File: src/rtl/reg_dump_tx.sv
// Debug register dumper: walks register indices 0..LAST_REG on a start request,
// snapshots each 32-bit word and sends it MSB byte first over a UART 8N1 line.
module reg_dump_tx #(
  parameter int CLKS_PER_BIT = 868,
  parameter int LAST_REG     = 31
) (
  input  logic        clk,
  input  logic        rst,
  input  logic        start,
  output logic [4:0]  dbg_read,
  input  logic [31:0] dbg_data,
  output logic        tx,
  output logic        busy,
  output logic        done
);

  localparam int              CW       = $clog2(CLKS_PER_BIT);
  localparam logic [CW-1:0]   CYC_LAST = CW'(CLKS_PER_BIT - 1);
  localparam logic [4:0]      REG_LAST = 5'(LAST_REG);

  typedef enum logic [2:0] {
    S_IDLE  = 3'd0,
    S_LOAD  = 3'd1,
    S_START = 3'd2,
    S_DATA  = 3'd3,
    S_STOP  = 3'd4
  } state_e;

  state_e        state_q, state_d;
  logic [CW-1:0] cyc_q, cyc_d;
  logic [2:0]    bit_q, bit_d;
  logic [1:0]    byte_q, byte_d;
  logic [31:0]   shadow_q, shadow_d;
  logic [4:0]    dbg_read_q, dbg_read_d;
  logic          tx_q, tx_d;
  logic          busy_q, busy_d;
  logic          done_q, done_d;

  logic [7:0]    cur_byte_s;
  logic [2:0]    bit_nxt_s;
  logic          bit_end_s;

  // Byte currently on the wire, most significant byte of the snapshot first.
  always_comb begin
    case (byte_q)
      2'd0:    cur_byte_s = shadow_q[31:24];
      2'd1:    cur_byte_s = shadow_q[23:16];
      2'd2:    cur_byte_s = shadow_q[15:8];
      2'd3:    cur_byte_s = shadow_q[7:0];
      default: cur_byte_s = 8'h00;
    endcase
  end

  assign bit_nxt_s = bit_q + 3'd1;
  assign bit_end_s = (cyc_q == CYC_LAST);

  // Next-state logic; tx_d is the line level for the cycle following the edge.
  always_comb begin
    state_d    = state_q;
    cyc_d      = cyc_q;
    bit_d      = bit_q;
    byte_d     = byte_q;
    shadow_d   = shadow_q;
    dbg_read_d = dbg_read_q;
    tx_d       = tx_q;
    busy_d     = busy_q;
    done_d     = 1'b0;
    case (state_q)
      S_IDLE: begin
        tx_d       = 1'b1;
        busy_d     = 1'b0;
        dbg_read_d = 5'd0;
        cyc_d      = '0;
        bit_d      = 3'd0;
        if (start) begin
          state_d = S_LOAD;
          busy_d  = 1'b1;
        end else begin
          state_d = S_IDLE;
        end
      end
      S_LOAD: begin
        shadow_d = dbg_data;
        byte_d   = 2'd0;
        bit_d    = 3'd0;
        cyc_d    = '0;
        tx_d     = 1'b0;
        state_d  = S_START;
      end
      S_START: begin
        if (bit_end_s) begin
          cyc_d   = '0;
          bit_d   = 3'd0;
          tx_d    = cur_byte_s[0];
          state_d = S_DATA;
        end else begin
          cyc_d = cyc_q + 1'b1;
        end
      end
      S_DATA: begin
        if (bit_end_s) begin
          cyc_d = '0;
          if (bit_q == 3'd7) begin
            tx_d    = 1'b1;
            state_d = S_STOP;
          end else begin
            bit_d = bit_nxt_s;
            tx_d  = cur_byte_s[bit_nxt_s];
          end
        end else begin
          cyc_d = cyc_q + 1'b1;
        end
      end
      S_STOP: begin
        if (bit_end_s) begin
          cyc_d = '0;
          if (byte_q != 2'd3) begin
            byte_d  = byte_q + 2'd1;
            tx_d    = 1'b0;
            state_d = S_START;
          end else if (dbg_read_q != REG_LAST) begin
            dbg_read_d = dbg_read_q + 5'd1;
            tx_d       = 1'b1;
            state_d    = S_LOAD;
          end else begin
            dbg_read_d = 5'd0;
            tx_d       = 1'b1;
            busy_d     = 1'b0;
            done_d     = 1'b1;
            state_d    = S_IDLE;
          end
        end else begin
          cyc_d = cyc_q + 1'b1;
        end
      end
      default: begin
        state_d    = S_IDLE;
        tx_d       = 1'b1;
        busy_d     = 1'b0;
        dbg_read_d = 5'd0;
      end
    endcase
  end

  // State and output registers with synchronous reset.
  always_ff @(posedge clk) begin
    if (rst) begin
      state_q    <= S_IDLE;
      cyc_q      <= '0;
      bit_q      <= 3'd0;
      byte_q     <= 2'd0;
      shadow_q   <= 32'd0;
      dbg_read_q <= 5'd0;
      tx_q       <= 1'b1;
      busy_q     <= 1'b0;
      done_q     <= 1'b0;
    end else begin
      state_q    <= state_d;
      cyc_q      <= cyc_d;
      bit_q      <= bit_d;
      byte_q     <= byte_d;
      shadow_q   <= shadow_d;
      dbg_read_q <= dbg_read_d;
      tx_q       <= tx_d;
      busy_q     <= busy_d;
      done_q     <= done_d;
    end
  end

  assign dbg_read = dbg_read_q;
  assign tx       = tx_q;
  assign busy     = busy_q;
  assign done     = done_q;

endmodule

File: config.mk
export PLATFORM = sky130hd
export DESIGN_NAME = reg_dump_tx
export DESIGN_NICKNAME = d
export VERILOG_FILES = /design/src/rtl/reg_dump_tx.sv
export SDC_FILE = /design/constraint.sdc
export NUM_CORES = 1
export LEC_CHECK = 0
export BUFFER_PORTS_ARGS = -buffer_cell sky130_fd_sc_hd__buf_4
export CORE_MARGIN = 2
export CORE_UTILIZATION = 45
export CTS_BUF_LIST = sky130_fd_sc_hd__clkbuf_4
export DETAILED_ROUTE_END_ITERATION = 8
export MAX_ROUTING_LAYER = met4
export PLACE_DENSITY = 0.75
export SETUP_SLACK_MARGIN = 0.05
export SYNTH_ARGS = -nofsm -noshare
export SYNTH_HDL_FRONTEND = slang
export SYNTH_SLANG_ARGS = --single-unit
export TNS_END_PERCENT = 50
File: constraint.sdc
create_clock -name clk -period 3.7 [get_ports clk]
set_input_delay 0.555 -clock clk [delete_from_list [all_inputs] [get_ports clk]]
set_output_delay 0.555 -clock clk [all_outputs]
set_load 0.02 [all_outputs]
== Yosys cells after proc, flatten, opt, wreduce, memory -nomap -nowiden ==
Cells that the tools add are included.

* Bits in registers: 58
* Output and inout bits: 8
* Input port bits: 35
* Logic and storage cells: 87

* Reductions and logical operators: 15
* Multiplexer cells: 36
* Add/subtract/negate cells: 4
* Bitwise operators: 3
* Eq/ne operators: 19
* Magnitude comparators: 1

{| class="wikitable"
|+ Operators with widths
! operator !! number
|-
| 8-bit one-hot mux with 4 select lines || 1
|-
| 3-bit two-way mux || 7
|-
| 10-bit one-hot mux with 2 select lines || 1
|-
| 2-bit != test, second input constant || 9
|-
| 5-bit two-way mux || 3
|-
| 3-bit one-hot mux with 5 select lines || 1
|-
| 1-bit two-way mux || 13
|-
| 4-bit AND reduction || 3
|-
| 10-bit by 1-bit adder with 10-bit output, second input constant || 1
|-
| 10-bit == test, second input constant || 1
|-
| 10-bit two-way mux || 1
|-
| 5-bit one-hot mux with 2 select lines || 1
|-
| 3-bit one-hot mux with 3 select lines || 1
|-
| 3-bit AND reduction || 3
|-
| 3-bit by 2-bit == test with 1-bit output, second input constant || 2
|-
| 3-bit == test, second input constant || 2
|-
| 2-bit two-way mux || 3
|-
| 3-bit OR reduction || 2
|-
| 5-bit by 1-bit adder with 5-bit output, second input constant || 1
|-
| 5-bit != test, second input constant || 1
|-
| 2-bit == test, second input constant || 2
|-
| 3-bit by 4-bit < comparator with 1-bit output, second input constant || 1
|-
| 1-bit one-hot mux with 4 select lines || 1
|-
| 2-bit one-hot mux with 2 select lines || 1
|-
| other kinds (13) || 16
|}

== Depth between registers and ports, before layout ==
Gate-level depths: netlist of run 1.

* Word-level depth: 7
* Gate-level depth with buffers: 8
* Depth with buffers taken out: 8

== Worst setup path after synthesis of run 1 ==
Ideal clock, no wire load.

* Path kind: register to register
* Start: register byte_q[0]
* End: register tx_q, in the netlist tx
* Setup slack: 1.923 ns
* Arrival time: 1.641 ns
* Data required time: 3.564 ns
* Period minus slack after synthesis: 1.777 ns
* Setup time: 0.136 ns
* Cell stages (with the launch flop): 9
* Cell sequence: dfxtp_1 -> inv_1 -> ha_1 -> clkbuf_1 -> a22o_1 -> a2111oi_0 -> a21oi_1 -> o2111ai_1 -> o2111ai_1

* Longest elaborated chain between the ends: 7
* Elaborated cells on any way between the ends: 14
* Classes of those cells: 4 x eq/ne; 9 x mux; 1 x reduce/logical

{| class="wikitable"
|+ RTL lines
! element !! line !! text
|-
| start, declared || 32 || <nowiki>logic [1:0] byte_q, byte_d;</nowiki>
|-
| start signal, assigned || 161 || <nowiki>byte_q <= byte_d;</nowiki>
|-
| 2-bit == test, or another cell as far along || 45 || <nowiki>case (byte_q)</nowiki>
|-
| 8-bit one-hot mux with 4 select lines || 45 ||
|-
| 1-bit binary-select mux with 3-bit select || 108 || <nowiki>tx_d = cur_byte_s[bit_nxt_s];</nowiki>
|-
| 1-bit two-way mux (not written as such) || 108 ||
|-
| 1-bit two-way mux || 103 || <nowiki>if (bit_q == 3'd7) begin</nowiki>
|-
| 1-bit two-way mux || 101 || <nowiki>if (bit_end_s) begin</nowiki>
|-
| 1-bit one-hot mux with 4 select lines (*) || 68 || <nowiki>case (state_q)</nowiki>
|-
| end signal, assigned || 164 || <nowiki>tx_q <= tx_d;</nowiki>
|-
| end, declared || 35 || <nowiki>logic tx_q, tx_d;</nowiki>
|}

Every way passes the cells marked *; elsewhere a longest branch is shown, timed or not. The select of a mux whose other input is x is not followed.
A chain may end at the register's enable or synchronous reset.

== Worst setup path after layout of run 1 ==
* Start: register state_q[2]
* End: register byte_q[0]

* Longest elaborated chain between the ends: 3
* Elaborated cells on any way between the ends: 7
* Classes of those cells: 4 x eq/ne; 1 x mux; 2 x reduce/logical

{| class="wikitable"
|+ RTL lines
! element !! line !! text
|-
| start, declared || 29 || <nowiki>state_e state_q, state_d;</nowiki>
|-
| start signal, assigned || 158 || <nowiki>state_q <= state_d;</nowiki>
|-
| 3-bit == test / 3-bit by 1-bit == test with 1-bit output (equally long branches) || 68 ||
|-
| 2-bit != test (no line) / 2-bit nonzero test (equally long branches) || - ||
|-
| 3-bit AND reduction (no line) || - ||
|}

Parallel ways exist; a longest one is shown, timed or not.

==> results of run 1 <==
## flip-flops by register name, indices dropped and copies added (netlist names)
signal	flops
state_q	3
byte_q	2
dbg_read	5
tx	1
bit_q	3
cyc_q	10
done	1
busy	1
shadow_q	32
## layout by cell type (no fill, tap or decap), types with 2 or more instances in the layout
| cell type | Yosys | routed |
|---|---|---|
| and2_1 | 2 | 2 |
| and3_1 | 4 | 4 |
| a22o_1 | 3 | 3 |
| a222oi_1 | 4 | 4 |
| or3_1 | 2 | 2 |
| nor2_1 | 25 | 25 |
| nand4_1 | 5 | 5 |
| dfxtp_1 | 58 | 58 |
| a31oi_1 | 3 | 3 |
| buf_4 | 1 | 42 |
| nand3b_1 | 3 | 3 |
| nand2_1 | 76 | 76 |
| a21oi_1 | 44 | 44 |
| nand2b_1 | 2 | 2 |
| ha_1 | 9 | 9 |
| clkinv_1 | 1 | 3 |
| nor3_1 | 8 | 8 |
| a211oi_1 | 2 | 2 |
| xnor2_1 | 4 | 4 |
| xor2_1 | 5 | 5 |
| inv_1 | 8 | 8 |
| o211ai_1 | 3 | 3 |
| nor2b_1 | 2 | 2 |
| o21ai_0 | 7 | 7 |
| mux2i_1 | 4 | 4 |
| clkbuf_4 | 1 | 12 |
| a21o_1 | 3 | 3 |
| nand3_1 | 12 | 12 |
| o2111ai_1 | 2 | 2 |
## power breakdown
part           internal [mW]  switching (mW)
Combinational         0.0688          0.0935
Sequential             0.659          0.0288
Clock                  0.224           0.234
Total                  0.951           0.356
## logic make-up after synthesis
kind of cell               after synthesis  share of synthesized area [%]
muxes                                    5                           1.95
buffers and inverters                   33                           5.55
xor gates and xnor gates                 9                           2.80
adders and majority gates                9                           4.00
AOI/OAI and AO/OA                       83                           18.5
DFF                                     58                           41.2
and+or+nand+nor                        153                           26.0
## worst min-delay path: cells and delay by family
kind / cells / cell delay (ps)
AND/OR/NAND/NOR: 1 / 40
AO/OA/AOI/OAI: 1 / 50
buffers and inverters: 1 / 110
## layer usage
metal,vias to the layer above,GRT usage [%],routed length (microns)
met5,-,-,0
met4,0,6.56,89
met3,13,4.08,368
met2,79,30.2,2980
met1,1123,24.8,2840
li1,1276,-,-
## worst paths after layout
path                            slack [ps]           end  cells after the start
worst max-delay path                  1430     byte_q[0]                      4
worst min-delay path                   380  shadow_q[24]                      3
worst max register to register        1430     byte_q[0]                      4
worst min register to register         460  shadow_q[13]                      2
## layout make-up
class                   count  area, sq um  share of cell area (%)
multi-input cells         259         1500                    46.3
flip-flops and latches     58         1160                    35.9
repair buffers             42          315                    9.74
well taps                  75         93.8                    2.90
clock buffers              12         90.1                    2.78
clock inverters             4         42.5                    1.31
inverters                   9         33.8                    1.04
==> results.cfg, run 1 <==
[sta]
fin_skew_ps = 15.9
finalSetupViolCount = 0
worst_pin_slew_ps = 1250
period_share_pct = 61.4
tns_ps = 0
slew_viol_final = 0
max_clock_freq_mhz = 440
slew_headroom_pct = 16.3
rsz0062_at_grt = no
finalCriticalPeriod_ps = 2270
holdWs_ps = 377
hold_viol_final = 0
layout_setup_ws_ps = 1430

[power]
power_density_nw_per_um2 = 404
cellLeakagePower_nw = 1.24
total_power_mw = 1.31
ir_drop_mv = 0.266

[clocking]
insertion_delay_ps = 410
clk_pin_slew_worst_paths_ps = 100
cts.sinks = 58
cts_tree = built
cts_setup_buffers = 0
numCtsBuffers = 9
clockBufferDepth = 2
cts_htree_levels = 3
postCtsHoldBufs = 0
cts_root_buf = clkbuf_4
cts_resized = 0

[synthesis]
yosysSeqAreaShare_pct = 41.2
async_reset_ff_share_pct = 0
synthFlopType = dfxtp_1
ys_ff_latch = 58
synth.area.top_cells = dfxtp_1, nand2_1, a21oi_1
synth_most_common_cell = nand2_1
syn_area_sq_um = 2820
synthDominantCellAreaShare_pct = 41.2
yosys_warnings = 0
synth_edf_count = 0
synth_nets = 394
yosysTopAreaCell = dfxtp_1
netlist_top_cells_count = nand2_1, dfxtp_1, a21oi_1, nor2_1, clkbuf_1
avgSynthCellArea_sq_um = 8.05
synth_cells = 350
synth_cell_types = 58

[finish]
layout-drive-gt1-share_pct = 18.0
utilization_pct = 54.0
antenna_cells = 0
final_area_sq_um = 3240
nNetsFinal = 423
n_fill_cell = 576
area_growth_pct = 14.9
fin_cells = 459

[detailed_routing]
drc = 0
wl_microns = 6270
drt_pass1_iterations = 5
ant_nets = 0
wl_per_cell_microns = 13.7
via_per_inst = 5.43
vias = 2491
drt_iter0_markers = 173

[grt]
grt_util_all_layers_pct = 19.3
grt_max_degree = 52
antenna_found_initial = 0
grt_pass1_vias = 2336
grt_remaining_overflow = 0
grt_first_pass_wirelength_microns = 10800

[critical_path]
required_ps = 4040
path_class = reg2reg
crit_family = simple AND/OR/NAND/NOR gates
path_cells = clkinv_1 -> nand3_1 -> nand3_1 -> a21oi_2
critPathBufInv = 1
cp_common_cell = nand3_1
reg2reg_from = state_q[2]
crit_start = state_q[2]
end_kind = flop
cp.arrival_ps = 2620
slowest_stage = nand3_1
cp_max_fo = 33
critPathLaunchType = flop
critPathMaxStageDelay_ps = 950

[floorplan]
ios = 43
die_x_microns = 83.1
die_area_sq_um = 6910
rows = 28
initial_core_util_pct = 47.0
die_y_microns = 83.1
design.core.area_sq_um = 5990

[placement]
place_congestion = 0.904
place_ws_ps = 1490
port_buffers = 42
dpl.hpwl_microns = 4270
dp_cells = 443
place_area_sq_um = 3100

[hold_path]
hp-start = dbg_data[24]
hold_class = in2reg

[run]
drv_cap = 0

[status]
outcome = finished, final reports clean
(Power assumes the default switching activity.)
==> inputs of run 2 (changes only) <==
--- a/config.mk
+++ b/config.mk
@@ -5,6 +5,7 @@
 export SDC_FILE = /design/constraint.sdc
 export NUM_CORES = 1
 export LEC_CHECK = 0
+export ABC_AREA = 1
 export BUFFER_PORTS_ARGS = -buffer_cell sky130_fd_sc_hd__buf_4
 export CORE_MARGIN = 2
 export CORE_UTILIZATION = 45
==> constraint.sdc (replaced) <==
create_clock -name clk -period 2.2 [get_ports clk]
set_input_delay 0.33 -clock clk [delete_from_list [all_inputs] [get_ports clk]]
set_output_delay 0.33 -clock clk [all_outputs]
set_load 0.02 [all_outputs]
==> run 2 against run 1 <==
  * Total power grew to 2.6 times the previous value
  * Area after synthesis is 0.71% lower
  * Highest routed layer unchanged
  * Hold slack worse by 230 ps
  * Via count is 3.1% higher
  * Worst setup slack worse by 1100 ps
  * Fmax is 23% higher
==> results.cfg, run 2 <==
[clocking]
clockBufferDepth = 2
cts_tree = built
cts_resized = 0
cts.sinks = 58
postCtsHoldBufs = 0
cts_htree_levels = 3
insertion_delay_ps = 400
cts_root_buf = clkbuf_4
clk_pin_slew_worst_paths_ps = 90
cts_setup_buffers = 0
numCtsBuffers = 9

[synthesis]
ys_ff_latch = 58
synthFlopType = dfxtp_1
synth_edf_count = 0
synth_cells = 395
avgSynthCellArea_sq_um = 7.08
yosys_warnings = 0
netlist_top_cells_count = nor2_1, nand2_1, dfxtp_1, o21ai_0, a21oi_1
synth_most_common_cell = nor2_1
synth.area.top_cells = dfxtp_1, nor2_1, nand2_1
synth_cell_types = 32
async_reset_ff_share_pct = 0
synthDominantCellAreaShare_pct = 41.5
synth_nets = 439
yosysTopAreaCell = dfxtp_1
yosysSeqAreaShare_pct = 41.5
syn_area_sq_um = 2800

[sta]
worst_pin_slew_ps = 628
finalSetupViolCount = 0
slew_headroom_pct = 58.1
finalCriticalPeriod_ps = 1850
layout_setup_ws_ps = 350
rsz0062_at_grt = no
tns_ps = 0
max_clock_freq_mhz = 541
fin_skew_ps = 15.3
hold_viol_final = 0
slew_viol_final = 0
period_share_pct = 84.1
holdWs_ps = 150

[critical_path]
r2r_slack_ps = 350
cp.arrival_ps = 2140
timing.rr.end = tx
reg2reg_depth = 13
end_kind = flop
path_class = reg2reg
critPathLaunchType = flop
required_ps = 2490
reg2reg_from = byte_q[0]
cp_max_fo = 9

[placement]
place_congestion = 0.863
place_area_sq_um = 3160
place_ws_ps = 374
port_buffers = 42
dpl.hpwl_microns = 4620

[detailed_routing]
wl_microns = 6300
wl_per_cell_microns = 12.3
via_per_inst = 5.01
drc = 0
drt_iter0_markers = 127
ant_nets = 0
drt_pass1_iterations = 4
vias = 2569

[power]
ir_drop_mv = 0.572
power_density_nw_per_um2 = 1050
cellLeakagePower_nw = 1.42

[grt]
grt_util_all_layers_pct = 19.6
grt_max_degree = 42
grt_remaining_overflow = 0
grt_first_pass_wirelength_microns = 10900
grt_pass1_vias = 2433
antenna_found_initial = 0

[floorplan]
initial_core_util_pct = 47.0
die_y_microns = 82.9
die_x_microns = 82.9
die_area_sq_um = 6860
design.core.area_sq_um = 5960
rows = 28
ios = 43

[finish]
mostFrequentLayoutCell = nor2_1
final_cell_mix = nor2_1, nand2_1, dfxtp_1
final_area_sq_um = 3280
antenna_cells = 0
n_fill_cell = 625
largest_reg_flops = 32
regMostFlops = shadow_q
area_growth_pct = 17.4
layout-drive-gt1-share_pct = 20.3
nNetsFinal = 479

[run]
drv_cap = 0

[status]
outcome = finished, final reports clean

[hold_path]
hold_class = in2reg
hp-start = dbg_data[6]
holdPathStages = 3
hold_end = shadow_q[6]
==> run 2: worst max-delay path, stage by stage (launching register included) <==
cell and delay [ps]:
dfxtp_1 350, inv_1 100, ha_1 320, clkinv_1 290
o21ai_1 180, nor2_1 60, nor2_1 80, nand2_1 60
nand3_1 60, nand2_1 50, nand2_1 50, nand2_1 40
nand2_1 50, nand2_1 40
==> run 2: worst max path at each step <==
| stage | start | end | slack (ps) | cells after the start |
|---|---|---|---|---|
| after floorplan | byte_q[0] | tx | 640 | 14 |
| after global placement | byte_q[0] | tx | 420 | 13 |
| after detailed placement | byte_q[0] | tx | 370 | 13 |
| after CTS | byte_q[0] | tx | 350 | 13 |
| after global routing | byte_q[0] | tx | 180 | 13 |
| final | byte_q[0] | tx | 350 | 13 |
==> run 2: metal layers <==
metal	wire, microns	vias up	part of all wire (%)	GRT usage, %
li1	-	1361	-	-
met2	3030	55	48	31.8
met1	2930	1147	47	24.1
met4	52	0	0.82	4.62
met5	0	-	0	-
met3	284	6	4.5	5.67
==> run 2: cell families (layout without fill, tap and decap cells) <==
family                     after synthesis  count (layout)  share of synthesized area [%]
xor gates and xnor gates                 5               5                           1.57
AOI/OAI and AO/OA                       77              77                           14.6
adders and majority gates                9               9                           4.03
and+or+nand+nor                        193             193                           31.1
DFF                                     58              58                           41.5
buffers and inverters                   53              96                           7.20
==> run 2: layout make-up <==
cell class | count | area (sq um) | area share [%]
Clock buffer | 10 | 75.1 | 2.29
Tap cell | 75 | 93.8 | 2.86
Multi-Input combinational cell | 284 | 1440 | 43.7
Inverter | 38 | 143 | 4.34
Sequential cell | 58 | 1160 | 35.4
Clock inverter | 4 | 45.0 | 1.37
Timing Repair Buffer | 44 | 330 | 10.1
==> run 2: report_power, final <==
group / switching [mW] / internal [mW]
clock: 0.364 / 0.342
sequential: 0.185 / 1.35
combinational: 0.774 / 0.438
total: 1.32 / 2.13
==> run 2: per-stage QoR <==
stage	instances	total power, mW	util [%]
global placement	499	2.74	53.1
finish	513	3.45	55.1
detailed placement	499	2.77	53.1
CTS	513	3.48	55.1
global route	513	3.73	55.1
floorplan	395	2.42	-
==> inputs of run 3 (changes only) <==
--- a/config.mk
+++ b/config.mk
@@ -12,7 +12,7 @@
 export CTS_BUF_LIST = sky130_fd_sc_hd__clkbuf_4
 export DETAILED_ROUTE_END_ITERATION = 8
 export MAX_ROUTING_LAYER = met4
-export PLACE_DENSITY = 0.75
+export PLACE_DENSITY = 0.77
 export SETUP_SLACK_MARGIN = 0.05
 export SYNTH_ARGS = -nofsm -noshare
 export SYNTH_HDL_FRONTEND = slang
==> constraint.sdc (replaced) <==
create_clock -name clk -period 1.6 [get_ports clk]
set_input_delay 0.24 -clock clk [delete_from_list [all_inputs] [get_ports clk]]
set_output_delay 0.24 -clock clk [all_outputs]
set_load 0.02 [all_outputs]
==> run 3 against run 2 <==
  * Clock-buffer cell count rose by 5
  * Sequential cell count stayed put
  * Total power grew 40%
  * Final cell count increased by 2.1%
  * Clock power grew 27%
  * Wire length up 1.3%
  * Die area is the same
  * First-iteration DRC count decreased by 9.4%
  * Largest power group unchanged
==> results.cfg, run 3 (synthesis results as in run 2) <==
[detailed_routing]
drt_iter0_markers = 115
drt_pass1_iterations = 4
wl_met1_microns = 2880
drc = 0
highest_layer = met4
met3_wirelength_microns = 285
wl_met2_microns = 3190
wl_per_cell_microns = 12.2
vias = 2648
wl_microns = 6380
ant_nets = 0
via_per_inst = 5.05

[placement]
place_congestion = 0.898
dp_cells = 507
port_buffers = 42
dpl.hpwl_microns = 4460

[critical_path]
critPathLaunchType = flop
end_kind = flop
path_class = reg2reg
crit_start = byte_q[1]
required_ps = 1900
cp.arrival_ps = 1840
reg2reg_from = byte_q[1]
cp_max_fo = 8

[finish]
fin_cells = 524
utilization_pct = 58.4
antenna_cells = 0
largest_reg_flops = 32
final_cell_mix = nor2_1, nand2_1, buf_4
regMostFlops = shadow_q
nNetsFinal = 489
mostFrequentLayoutCell = nor2_1
area_growth_pct = 24.3
layout-drive-gt1-share_pct = 26.9

[power]
power_density_nw_per_um2 = 1390
cellLeakagePower_nw = 1.48
ir_drop_mv = 0.736
total_power_mw = 4.83

[clocking]
insertion_delay_ps = 400
cts.sinks = 58
clk_pin_slew_worst_paths_ps = 80
numCtsBuffers = 9
cts_root_buf = clkbuf_4
cts_htree_levels = 3
postCtsHoldBufs = 0
clockBufferDepth = 2
cts_tree = built

[sta]
max_clock_freq_mhz = 651
period_share_pct = 95.9
worst_pin_slew_ps = 437
finalCriticalPeriod_ps = 1530
slew_headroom_pct = 70.8
holdWs_ps = 56.5
hold_viol_final = 0
fin_skew_ps = 8.56
finalSetupViolCount = 0
slew_viol_final = 0
rsz0062_at_grt = yes

[grt]
grt_pass1_vias = 2533
grt_remaining_overflow = 0
grt_first_pass_wirelength_microns = 11000
grt_max_degree = 42
antenna_found_initial = 0
grt_util_all_layers_pct = 19.9

[status]
outcome = finished, final reports clean

[run]
drv_cap = 0

[floorplan]
design.core.area_sq_um = 5960
rows = 28
die_y_microns = 82.9
initial_core_util_pct = 47.0
die_x_microns = 82.9
die_area_sq_um = 6860
ios = 43

[hold_path]
hp-start = dbg_data[21]
hold_class = in2reg
run 3: changes by cell type in the layout (fill, tap and decap cells not counted), moves of 4 or more:
cell | previous run | this run
ha_1 | 9 | 2
dfxtp_2 | 0 | 8
ha_4 | 0 | 4
buf_4 | 44 | 52
clkbuf_4 | 10 | 15
dfxtp_1 | 58 | 50
run 3: what timing repair did:
action	in CTS	in global routing
resized for setup	7	27
buffers inserted	0	1
hold endpoints to repair	0	0
cloned	0	1
endpoints found under the setup margin	14	34
pin swaps	0	4
run 3: critical path: stages, from the launching register on:
cell and delay [ps]:
dfxtp_2 380, inv_1 90, ha_2 230, nand2_1 80, nand2_1 50, o21ai_0 180, nand3_1 100, nand3_1 90
nand2_1 50, nand2_1 60, nand2_1 50, nand2_1 50, nand2_1 40
run 3: final cells by class:
cell class                      instances  area (sq um)
Fill cell                             596          2480
Clock buffer                           15           113
Sequential cell                        58          1170
Inverter                               38           146
Tap cell                               75          93.8
Multi-Input combinational cell        285          1540
Timing Repair Buffer                   53           410
run 3: final timing paths:
| path | cells after the start | end | slack [ps] |
|---|---|---|---|
| worst max-delay path | 12 | tx | 70 |
| worst min-delay path | 3 | shadow_q[21] | 60 |
| worst max register to register | 12 | tx | 70 |
| worst min register to register | 2 | shadow_q[26] | 460 |
run 3: where the power goes:
group          leakage (nW)  internal (mW)  switching, mW
logic                 0.937          0.699           1.09
registers             0.478           1.87          0.276
clock network        0.0690          0.419          0.477
run 3: through the flow:
stage                     setup WS (ps)  TNS, ps  cell area [sq um]
after CTS                          25.3        0               3380
after floorplan                    75.6        0               2800
after global routing              -67.8    -76.4               3480
after global placement            -30.0    -30.0               3240
after detailed placement          -32.4    -32.4               3240
final                              65.0        0               3480
run 3: metal layers:
layer  track usage, %  up-vias
li1                 -     1385
met1             23.8     1213
met2             32.3       44
met3             6.76        6
met4             4.92        0
met5                -        -
